**src/rtl/im_load_ctrl_if.sv**
```systemverilog
// Bundle for the image loader. It carries the host-side controls, the UART
// byte stream, the instruction-memory write port and the status outputs.
// The slave modport is the loader's view. The master modport is the view of
// the board logic or testbench that drives it.
interface im_load_ctrl_if;
  logic        load_req;
  logic        abort;
  logic        uart_v;
  logic [7:0]  uart_d;
  logic [31:0] im_wa;
  logic [31:0] im_wd;
  logic        im_we;
  logic        cpu_hold;
  logic        busy;
  logic        done;
  logic        err;
  logic [15:0] words_loaded;

  modport slave (
    input  load_req, abort, uart_v, uart_d,
    output im_wa, im_wd, im_we, cpu_hold, busy, done, err, words_loaded
  );

  modport master (
    output load_req, abort, uart_v, uart_d,
    input  im_wa, im_wd, im_we, cpu_hold, busy, done, err, words_loaded
  );
endinterface

```
**src/rtl/im_load_ctrl.sv**
```systemverilog
// Program-image loader.
// It parses the UART frame: sync byte, 16-bit word count, big-endian words,
// and an 8-bit additive checksum. It writes the instruction memory one word
// at a time and holds the CPU in reset until the image is complete.
module im_load_ctrl #(
  parameter int         SIZE    = 1024,
  parameter logic [7:0] SYNC    = 8'hA5,
  parameter int         TIMEOUT = 1000000
) (
  input  logic          clk,
  input  logic          rstn,
  im_load_ctrl_if.slave bus
);
  localparam int              TW       = $clog2(TIMEOUT + 1);
  localparam logic [TW-1:0]   TMO_LAST = TW'(TIMEOUT - 1);
  localparam logic [16:0]     SIZE_W   = 17'(SIZE);

  typedef enum logic [2:0] {
    S_IDLE, S_SYNC, S_LEN_HI, S_LEN_LO, S_DATA, S_CSUM, S_DONE, S_ERR
  } state_t;

  state_t        state_reg, state_next;
  logic [15:0]   len_reg;
  logic [15:0]   words_loaded_reg;
  logic [1:0]    byte_cnt_reg;
  logic [7:0]    csum_reg;
  logic [TW-1:0] tmo_cnt_reg;
  logic [31:0]   im_wd_reg;
  logic          im_we_reg;
  logic          busy_reg, cpu_hold_reg, done_reg, err_reg;

  logic          byte_v;      // byte that survives a simultaneous abort
  logic          start;       // accepted load request
  logic          timed;       // state in which the inter-byte timer runs
  logic          tmo_hit;
  logic          last_word;
  logic          final_we;    // write cycle of the last payload word
  logic          data_take;   // byte goes into the payload shifter
  logic [15:0]   len_full;
  logic          len_bad;

  assign byte_v    = bus.uart_v && !bus.abort;
  assign start     = bus.load_req && (state_reg == S_IDLE || state_reg == S_ERR);
  assign timed     = (state_reg == S_LEN_HI) || (state_reg == S_LEN_LO) ||
                     (state_reg == S_DATA)   || (state_reg == S_CSUM);
  assign tmo_hit   = timed && !bus.uart_v && (tmo_cnt_reg == TMO_LAST);
  assign last_word = (words_loaded_reg + 16'd1) == len_reg;
  assign final_we  = (state_reg == S_DATA) && im_we_reg && last_word;
  // A byte that lands on the final write cycle is already the checksum.
  assign data_take = (state_reg == S_DATA) && byte_v && !final_we;
  assign len_full  = {len_reg[15:8], bus.uart_d};
  assign len_bad   = (len_full == 16'd0) || ({1'b0, len_full} > SIZE_W);

  // Next-state logic. Timeout and abort override the normal progression.
  always_comb begin
    state_next = state_reg;
    case (state_reg)
      S_IDLE:   if (start) state_next = S_SYNC;
      S_SYNC:   if (byte_v && bus.uart_d == SYNC) state_next = S_LEN_HI;
      S_LEN_HI: if (byte_v) state_next = S_LEN_LO;
      S_LEN_LO: if (byte_v) state_next = len_bad ? S_ERR : S_DATA;
      S_DATA: begin
        if (final_we) begin
          if (byte_v) state_next = (bus.uart_d == csum_reg) ? S_DONE : S_ERR;
          else        state_next = S_CSUM;
        end
      end
      S_CSUM:   if (byte_v) state_next = (bus.uart_d == csum_reg) ? S_DONE : S_ERR;
      S_DONE:   state_next = S_IDLE;
      S_ERR:    if (start) state_next = S_SYNC;
      default:  state_next = S_IDLE;
    endcase
    if (tmo_hit) state_next = S_ERR;
    if (bus.abort && state_reg != S_IDLE && state_reg != S_ERR) state_next = S_ERR;
  end

  // State register, with the status outputs registered from the next state.
  always_ff @(posedge clk or negedge rstn) begin
    if (!rstn) begin
      state_reg    <= S_IDLE;
      busy_reg     <= 1'b0;
      cpu_hold_reg <= 1'b0;
      done_reg     <= 1'b0;
      err_reg      <= 1'b0;
    end else begin
      state_reg    <= state_next;
      busy_reg     <= (state_next != S_IDLE) && (state_next != S_ERR) &&
                      (state_next != S_DONE);
      cpu_hold_reg <= (state_next != S_IDLE) && (state_next != S_DONE);
      done_reg     <= (state_next == S_DONE);
      err_reg      <= (state_next == S_ERR);
    end
  end

  // Datapath: length capture, payload shifter, checksum, write strobe and inter-byte timer.
  always_ff @(posedge clk or negedge rstn) begin
    if (!rstn) begin
      len_reg          <= '0;
      words_loaded_reg <= '0;
      byte_cnt_reg     <= '0;
      csum_reg         <= '0;
      tmo_cnt_reg      <= '0;
      im_wd_reg        <= '0;
      im_we_reg        <= 1'b0;
    end else begin
      im_we_reg <= 1'b0;
      if (im_we_reg) words_loaded_reg <= words_loaded_reg + 16'd1;
      if (start) begin
        words_loaded_reg <= '0;
        byte_cnt_reg     <= '0;
        csum_reg         <= '0;
      end
      if (state_reg == S_LEN_HI && byte_v) len_reg[15:8] <= bus.uart_d;
      if (state_reg == S_LEN_LO && byte_v) len_reg[7:0]  <= bus.uart_d;
      if (data_take) begin
        im_wd_reg    <= {im_wd_reg[23:0], bus.uart_d};
        csum_reg     <= csum_reg + bus.uart_d;
        byte_cnt_reg <= byte_cnt_reg + 2'd1;
        if (byte_cnt_reg == 2'd3) im_we_reg <= 1'b1;
      end
      if (!timed || bus.uart_v) tmo_cnt_reg <= '0;
      else                      tmo_cnt_reg <= tmo_cnt_reg + 1'b1;
    end
  end

  assign bus.im_wa        = {16'd0, words_loaded_reg};
  assign bus.im_wd        = im_wd_reg;
  assign bus.im_we        = im_we_reg;
  assign bus.cpu_hold     = cpu_hold_reg;
  assign bus.busy         = busy_reg;
  assign bus.done         = done_reg;
  assign bus.err          = err_reg;
  assign bus.words_loaded = words_loaded_reg;
endmodule

```
**src/flat_wrapper.sv**
```systemverilog
// flat-port wrapper written by rule: the top's interface ports become plain ports
module im_load_ctrl_flat 
#(
  parameter int         SIZE    = 1024,
  parameter logic [7:0] SYNC    = 8'hA5,
  parameter int         TIMEOUT = 1000000
)
  (clk, rstn, bus_load_req, bus_abort, bus_uart_v, bus_uart_d, bus_im_wa, bus_im_wd, bus_im_we, bus_cpu_hold, bus_busy, bus_done, bus_err, bus_words_loaded);
  im_load_ctrl_if bus_i ();
  input  logic clk;
  input  logic rstn;
  input wire logic [$bits(bus_i.load_req)-1:0] bus_load_req;
  input wire logic [$bits(bus_i.abort)-1:0] bus_abort;
  input wire logic [$bits(bus_i.uart_v)-1:0] bus_uart_v;
  input wire logic [$bits(bus_i.uart_d)-1:0] bus_uart_d;
  output wire logic [$bits(bus_i.im_wa)-1:0] bus_im_wa;
  output wire logic [$bits(bus_i.im_wd)-1:0] bus_im_wd;
  output wire logic [$bits(bus_i.im_we)-1:0] bus_im_we;
  output wire logic [$bits(bus_i.cpu_hold)-1:0] bus_cpu_hold;
  output wire logic [$bits(bus_i.busy)-1:0] bus_busy;
  output wire logic [$bits(bus_i.done)-1:0] bus_done;
  output wire logic [$bits(bus_i.err)-1:0] bus_err;
  output wire logic [$bits(bus_i.words_loaded)-1:0] bus_words_loaded;
  assign bus_i.load_req = bus_load_req;
  assign bus_i.abort = bus_abort;
  assign bus_i.uart_v = bus_uart_v;
  assign bus_i.uart_d = bus_uart_d;
  assign bus_im_wa = bus_i.im_wa;
  assign bus_im_wd = bus_i.im_wd;
  assign bus_im_we = bus_i.im_we;
  assign bus_cpu_hold = bus_i.cpu_hold;
  assign bus_busy = bus_i.busy;
  assign bus_done = bus_i.done;
  assign bus_err = bus_i.err;
  assign bus_words_loaded = bus_i.words_loaded;
  im_load_ctrl #(.SIZE(SIZE), .SYNC(SYNC), .TIMEOUT(TIMEOUT)) u_core (.clk(clk), .rstn(rstn), .bus(bus_i));
endmodule
```
**config.mk**
```make
export PLATFORM = sky130hd
export DESIGN_NAME = im_load_ctrl_flat
export DESIGN_NICKNAME = d
export VERILOG_FILES = /design/src/rtl/im_load_ctrl_if.sv /design/src/rtl/im_load_ctrl.sv /design/src/flat_wrapper.sv
export SDC_FILE = /design/constraint.sdc
export NUM_CORES = 1
export LEC_CHECK = 0
export ABC_AREA = 0
export CORE_MARGIN = 5
export CORE_UTILIZATION = 40
export DETAILED_ROUTE_END_ITERATION = 10
export PLACE_DENSITY_LB_ADDON = 0.1
export SYNTH_ARGS = -nofsm -noshare
export SYNTH_HDL_FRONTEND = slang
export SYNTH_SLANG_ARGS = --single-unit
export TNS_END_PERCENT = 5
```
**constraint.sdc**
```tcl
create_clock -name clk -period 2.7 [get_ports clk]
set_input_delay 0.405 -clock clk [delete_from_list [all_inputs] [get_ports clk]]
set_output_delay 0.405 -clock clk [all_outputs]
set_load 0.03 [all_outputs]
```
==> results by group, run 1 <==
Synthesis
  – Cells after Synth: approximately 520
  – Leading register cell type out of synthesis: dfrtp_1
  – Synth area leader: dfrtp_1
  – Synth area leaders: dfrtp_1 45%, mux2_4 7.6%, xor2_1 5.2%, buf_4 4.6%, mux2_2 3.8%
  – Most frequent cell after synthesis: dfrtp_1
  – Synth cell count leaders: 102 x dfrtp_1, 49 x nor2_1, 35 x buf_4, 34 x xor2_1, 33 x nand2_1
  – Mapped Area: 5697 µm²
  – Post-synth cell types: around 60
  – Async SR Flop Fraction: 100.0%
  – Synth Register Bits: 102
  – Synth Warn #: 0
  – Top cell type's share of synthesized area: roughly 45%
  – Sequential fraction of the synthesis area: around 45%
  – EDFF count, synth: 0
  – Synthesized area per cell: 10.89 µm²

CTS
  – Htree depth: 3
  – CTS Buffer Depth: 2
  – Root Buffer: clkbuf_16
  – Clock sinks: between 100 and 150
  – Clock Pin Slew Worst Setup and Hold Paths: 0.07 ns
  – Clk Latency, worst-skew pair: 0.35 ns
  – CTS tree: built
  – TritonCTS buffer count: 9

Floorplan
  – Core ar.: 13930 µm²
  – Die X: approximately 130 µm
  – Die height: about 130 µm
  – Row count: 43
  – # IOs: 98
  – Initial core utilization: 40.88%
  – Die area: 16730 µm²

Routing
  – Vias per cell: 4.955
  – Via count: 4147
  – Drc violations: 0
  – DRT Wirelength: 13.27 mm
  – Drt wl/cell: 15.86 µm
  – Remaining antenna violation count after routing: 0
  – Detailed Route Iter0 Violations: 218
  – Initial DRT Pass Iterations: 4

Power
  – Power share of the clock group: between 20% and 30%
  – PD cells: 704.0 nW/µm²
  – Peak VDD IR: between 0.3 and 0.4 mV
  – Combinational share of power: 36.0%
  – Net Switching: approximately 1.8 mW
  – Design Power: 5.302 mW
  – Net Sw Frac: around a third
  – Reg power frac: 38.8%
  – P_leak: 3.497 nW
  – Internal Power: 3.498 mW

Worst setup path
  – Critical Path Slowest Stage Cell: dfrtp_2
  – Setup CP Type: register to register
  – Worst Path Arrival: 2.91 ns
  – Critical path cell sequence: and4_4 -> xnor2_1 -> o41ai_4 -> nand4_1 -> nor4_4 -> or2_4 -> buf_12 -> clkbuf_16 -> mux2_4
  – Worst EP required: between 2 and 3 ns
  – Worst setup SP type: register
  – Max incr delay on CP: roughly 0.44 ns
  – Worst setup EP type: register
  – CP max FO: 6

Global routing
  – Overflow after GRT: 0
  – Initial antenna violation count: 0
  – Number of global-route vias before repair: 4136
  – Gr usage total: 15.86%
  – Largest net degree at the start of global routing: 48
  – First-pass GRT wire length: 21.06 mm

Status
  – Status: complete, no violations

Finish
  – Final net count: 676
  – Max reg flops: 32
  – # diodes: 0
  – Final Cell Area: 7531 µm²
  – Count of non-filler cells in the finished layout: about 840
  – Layout cells sized above 1: roughly 27%
  – Syn-to-layout area delta: 32.20%
  – Fillers: 1254

Timing
  – Endpoints failing hold: 0
  – Min Tclk post-route: 2.665 ns
  – Fin crit share: 98.71%
  – Clock skew: 0.006824 ns
  – RSZ-0062 raised after global routing: yes
  – Fmax: 375.2 MHz
  – Final setup fails: 0
  – Hold_ws: 0.06171 ns
  – Rel. slew slack: 55.29%
  – Worst-Margin Slew: roughly 0.67 ns
  – Max-slew violations: 0
  – Total negative setup slack: 0 ns

Placed design
  – Placer's final routability congestion estimate: 0.8690
  – Post-DP Area: 6759 µm²
  – Placed cell count: about 790
  – Final HPWL DP: 9.497 mm
  – Port bufs: 81

Min path
  – Hold WC Path Type: input pin to async pin

Job
  – Number of max-cap violations: 0
==> path summary, 6_finish.rpt <==
path	from	cells after the start	endpoint	slack, ns
setup reg to reg	u_core.bus.words_loaded[11]	9	u_core.bus.im_wd[11]	0.03
setup / recovery	u_core.bus.words_loaded[11]	9	u_core.bus.im_wd[11]	0.03
max in group asynchronous	rstn	2	u_core.tmo_cnt_reg[12]	1.97
min in group clk	u_core.tmo_cnt_reg[0]	1	u_core.tmo_cnt_reg[0]	0.49
hold / removal	rstn	1	u_core.bus.im_wd[26]	0.06
hold reg to reg	u_core.tmo_cnt_reg[0]	1	u_core.tmo_cnt_reg[0]	0.49
==> area by class of cell <==
type,count,area (µm²),share of cell area (%)
timing repair buffer,159,1535,20.39
sequential,102,2561,34.01
tap,180,225.2,2.991
inverter,11,41.29,0.5483
clock buffer,10,239.0,3.173
multi-input combinational,369,2860,37.98
clock inverter,6,68.82,0.9138
==> worst max-delay path: cells and delay by family, from the launching register on <==
| family | cells | cell delay (ns) |
|---|---|---|
| and+or+nand+nor | 4 | 1.02 |
| DFF | 1 | 0.44 |
| muxes | 1 | 0.29 |
| AOI/OAI and AO/OA | 1 | 0.36 |
| xor gates and xnor gates | 1 | 0.16 |
| buffers and inverters | 2 | 0.27 |
==> cells by family after synthesis <==
logic type | synth area share (%)
simple gates | 15.55
flops | 44.81
buf+inv | 8.236
compound gates | 7.358
mux | 12.98
xor+xnor | 8.456
fa+ha+maj | 2.548
other cells | 0.06583
==> stage by stage <==
step           utilization [%]  setup slack (ns)
2_1_floorplan                -           0.02121
3_3_place_gp             48.50           -0.3496
3_5_place_dp             48.50           -0.3632
4_1_cts                  50.71          0.001021
5_1_grt                  54.05          -0.06858
6_report                 54.05           0.03489
==> power by group through the flow <==
stage          registers (mW)  logic [mW]  clock network, mW
2_1_floorplan            2.23        1.04                  0
3_3_place_gp             2.06        1.78                  0
3_5_place_dp             2.07        1.81                  0
4_1_cts                  2.05        1.82               1.38
5_1_grt                  2.10        2.08               1.43
6_report                 2.06        1.91               1.34
==> placed cells by master, fill, tap and decap left out, types with 4 or more instances in the layout <==
| cell | n |
|---|---|
| a21oi_1 | 10 |
| nand3_1 | 19 |
| buf_4 | 66 |
| o21ai_0 | 12 |
| a21o_1 | 4 |
| ha_1 | 8 |
| inv_1 | 11 |
| dfrtp_2 | 7 |
| xor2_1 | 34 |
| clkdlybuf4s50_1 | 79 |
| and3_1 | 4 |
| buf_12 | 4 |
| nand4_1 | 14 |
| and2_1 | 4 |
| clkbuf_16 | 13 |
| nor2_1 | 49 |
| or3_1 | 4 |
| mux2_2 | 17 |
| xnor2_1 | 16 |
| buf_6 | 5 |
| nor2b_1 | 6 |
| mux2_4 | 31 |
| mux2i_1 | 9 |
| conb_1 | 16 |
| o211ai_1 | 8 |
| dfrtp_1 | 95 |
| nand2_1 | 33 |
| xnor2_2 | 4 |
| nor3_1 | 9 |
==> metal layers <==
layer	track usage, %	wire length (µm)
met3	3.298	456
met1	19.99	5809
met2	27.53	6835
met5	0	0
met4	4.632	173
==> what timing repair did <==
item | in CTS | in global routing
hold buffers | 0 | 0
resized for setup | 0 | 36
endpoints found under the setup margin | 0 | 42
buffers inserted | 0 | 25
endpoints found under the hold margin | 0 | 0
No activity file was read; power rests on OpenSTA's default activity.
==> inputs of run 2 (changes only) <==
Settings changed: CORE_MARGIN 5 to 2.
==> results by group, run 2 (synthesis gave the netlist of run 1 again) <==
Timing
  – Rel. slew slack: 52.53% (-2.8 points)
  – Worst-Margin Slew: 0.7121 ns (+0.04145 ns)
  – Max-slew violations: 0 (unchanged)
  – Min Tclk post-route: 2.607 ns (-0.05844 ns)
  – Final setup fails: 0 (unchanged)
  – Fin crit share: 96.54% (-2.2 points)
  – Fmax: 383.6 MHz (+2.2%)
  – Total negative setup slack: 0 ns (unchanged)
  – Clock skew: 0.01208 ns (+0.005253 ns)
  – Endpoints failing hold: 0 (unchanged)

Global routing
  – Overflow after GRT: 0 (unchanged)
  – Number of global-route vias before repair: 3917 (-5.3%)
  – Gr usage total: 17.43% (+1.6 points)
  – Initial antenna violation count: 0 (unchanged)
  – Largest net degree at the start of global routing: 46 (-4.2%)
  – First-pass GRT wire length: 20.31 mm (-3.6%)

Status
  – Status: complete, no violations

Worst setup path
  – CP Launch Point: bus_uart_d[2]
  – R2r worst-path depth: 10 (+1)
  – CP max FO: 3 (-3)
  – Setup crit end: u_core.csum_reg[7]
  – Worst EP required: 2.95 ns (about the same)
  – Critical R2R Launch: u_core.bus.words_loaded[0]
  – Setup CP Type: input pin to register
  – Worst Path Arrival: 2.85 ns (-0.06 ns)
  – Reg-to-Reg End: u_core.bus.im_wd[25]
  – Worst setup SP type: input pin
  – Worst setup EP type: register
  – R2R setup slack: 0.14 ns (+0.11 ns)

Routing
  – Detailed Route Iter0 Violations: 185 (-15%)
  – Drc violations: 0 (unchanged)
  – Drt wl/cell: 15.40 µm (-2.9%)
  – Via count: 4129 (-0.43%)
  – Initial DRT Pass Iterations: 4 (unchanged)
  – Remaining antenna violation count after routing: 0 (unchanged)
  – DRT Wirelength: 12.52 mm (-5.7%)
  – Vias per cell: 5.079 (+2.5%)

Power
  – P_leak: 3.345 nW (-4.4%)
  – Peak VDD IR: 0.4296 mV (+29%)
  – PD cells: 714.2 nW/µm² (+1.4%)

Min path
  – Hold WC Path Type: input pin to async pin

Finish
  – Final net count: 652 (-3.6%)
  – Max reg flops: 32 (unchanged)
  – Highest-count cells in the layout ignoring fill and taps: 99 x dfrtp_1, 77 x clkdlybuf4s50_1, 50 x buf_4
  – Layout cells sized above 1: 22.75% (-4.0 points)
  – Most common cell after layout, fill and taps aside: dfrtp_1
  – # diodes: 0 (unchanged)
  – Final Cell Area: 7234 µm² (-3.9%)
  – Syn-to-layout area delta: 26.99%
  – Fillers: 1238 (-1.3%)

CTS
  – CTS tree: built
  – Cts hold-fix bufs: 0 (unchanged)
  – Post-CTS setup buffers: 0 (unchanged)
  – Root Buffer: clkbuf_16
  – TritonCTS buffer count: 9 (unchanged)
  – CTS Buffer Depth: 2 (unchanged)
  – Htree depth: 3 (unchanged)
  – Clock sinks: 102 (unchanged)
  – Clk Latency, worst-skew pair: 0.36 ns (about the same)
  – Clock Pin Slew Worst Setup and Hold Paths: 0.07 ns (about the same)

Floorplan
  – Die area: 15210 µm² (-9.1%)
  – # IOs: 98 (unchanged)
  – Row count: 43 (unchanged)
  – Die height: 123.3 µm (-4.6%)
  – Core ar.: 13880 µm² (-0.39%)
  – Die X: 123.3 µm (-4.6%)
  – Initial core utilization: 41.04% (+0.16 points)

Placed design
  – Port bufs: 81 (unchanged)
  – Placer's final routability congestion estimate: 0.8012 (-7.8%)
  – Post-DP Area: 6809 µm² (+0.74%)
  – Final HPWL DP: 9.317 mm (-1.9%)

Job
  – Number of max-cap violations: 0 (unchanged)
-- run 2: worst min-delay path by stage --
stage | from | endpoint | slack (ns)
2_1_floorplan | rstn | u_core.bus.busy | 0.11
3_3_place_gp | rstn | u_core.csum_reg[0] | 0.42
3_5_place_dp | rstn | u_core.csum_reg[0] | 0.42
4_1_cts | rstn | u_core.csum_reg[0] | 0.03
5_1_grt | rstn | u_core.csum_reg[0] | 0.05
6_report | rstn | u_core.csum_reg[0] | 0.02
-- run 2: critical path, stage by stage --
cell,delay [ns]
clkdlybuf4s50_1,0.42
ha_1,0.35
buf_4,0.16
inv_1,0.06
o21ai_0,0.08
o211a_1,0.15
o41ai_1,0.32
xnor2_1,0.19
or4b_2,0.60
o311ai_1,0.11
-- run 2: layout make-up --
type / instances / area, µm² / share of cell area (%)
Multi-Input combinational cell: 369 / 2826 / 39.07
Sequential cell: 102 / 2556 / 35.33
Timing Repair Buffer: 135 / 1289 / 17.81
Clock buffer: 10 / 239.0 / 3.303
Tap cell: 180 / 225.2 / 3.113
Clock inverter: 6 / 57.56 / 0.7956
Inverter: 11 / 41.29 / 0.5707
-- run 2: routing by layer --
metal,wire length [µm],GRT usage (%),share of wire [%],vias to the layer above
met5,0,0,0,-
met4,211,5.966,1.7,0
met3,455,3.921,3.6,14
met2,6328,28.95,51,84
met1,5529,22.41,44,2045
li1,-,-,-,1986
-- run 2: metrics by stage --
step	util, %	std cells	hold WS [ns]	power [mW]	worst slack, ns
6_report	52.12	813	0.02270	5.166	0.09333
5_1_grt	52.12	813	0.05402	5.490	-0.0001121
3_5_place_dp	49.05	796	0.4183	3.879	-0.4752
2_1_floorplan	-	538	0.1094	3.266	0.02121
4_1_cts	51.25	812	0.03344	5.196	0.008810
3_3_place_gp	49.05	796	0.4163	3.850	-0.4512
-- run 2: report_power, final --
group / leakage (nW) / switching (mW) / total (mW) / internal (mW)
combinational: 1.83 / 0.949 / 1.84 / 0.887
sequential: 1.37 / 0.235 / 2.04 / 1.81
clock: 0.148 / 0.613 / 1.29 / 0.675
total: 3.34 / 1.80 / 5.17 / 3.37
-- run 2: repair_timing --
item / 4_1_cts / 5_1_grt
gates cloned: 0 / 1
pin swaps: 3 / 8
setup endpoints to repair: 6 / 43
resized for setup: 2 / 19
==> inputs of run 3 (changes only) <==
Settings changed: HOLD_SLACK_MARGIN set to 0.03.
==> results of run 3 <==
The final DEF is identical to that of run 2; final timing and power are the same.
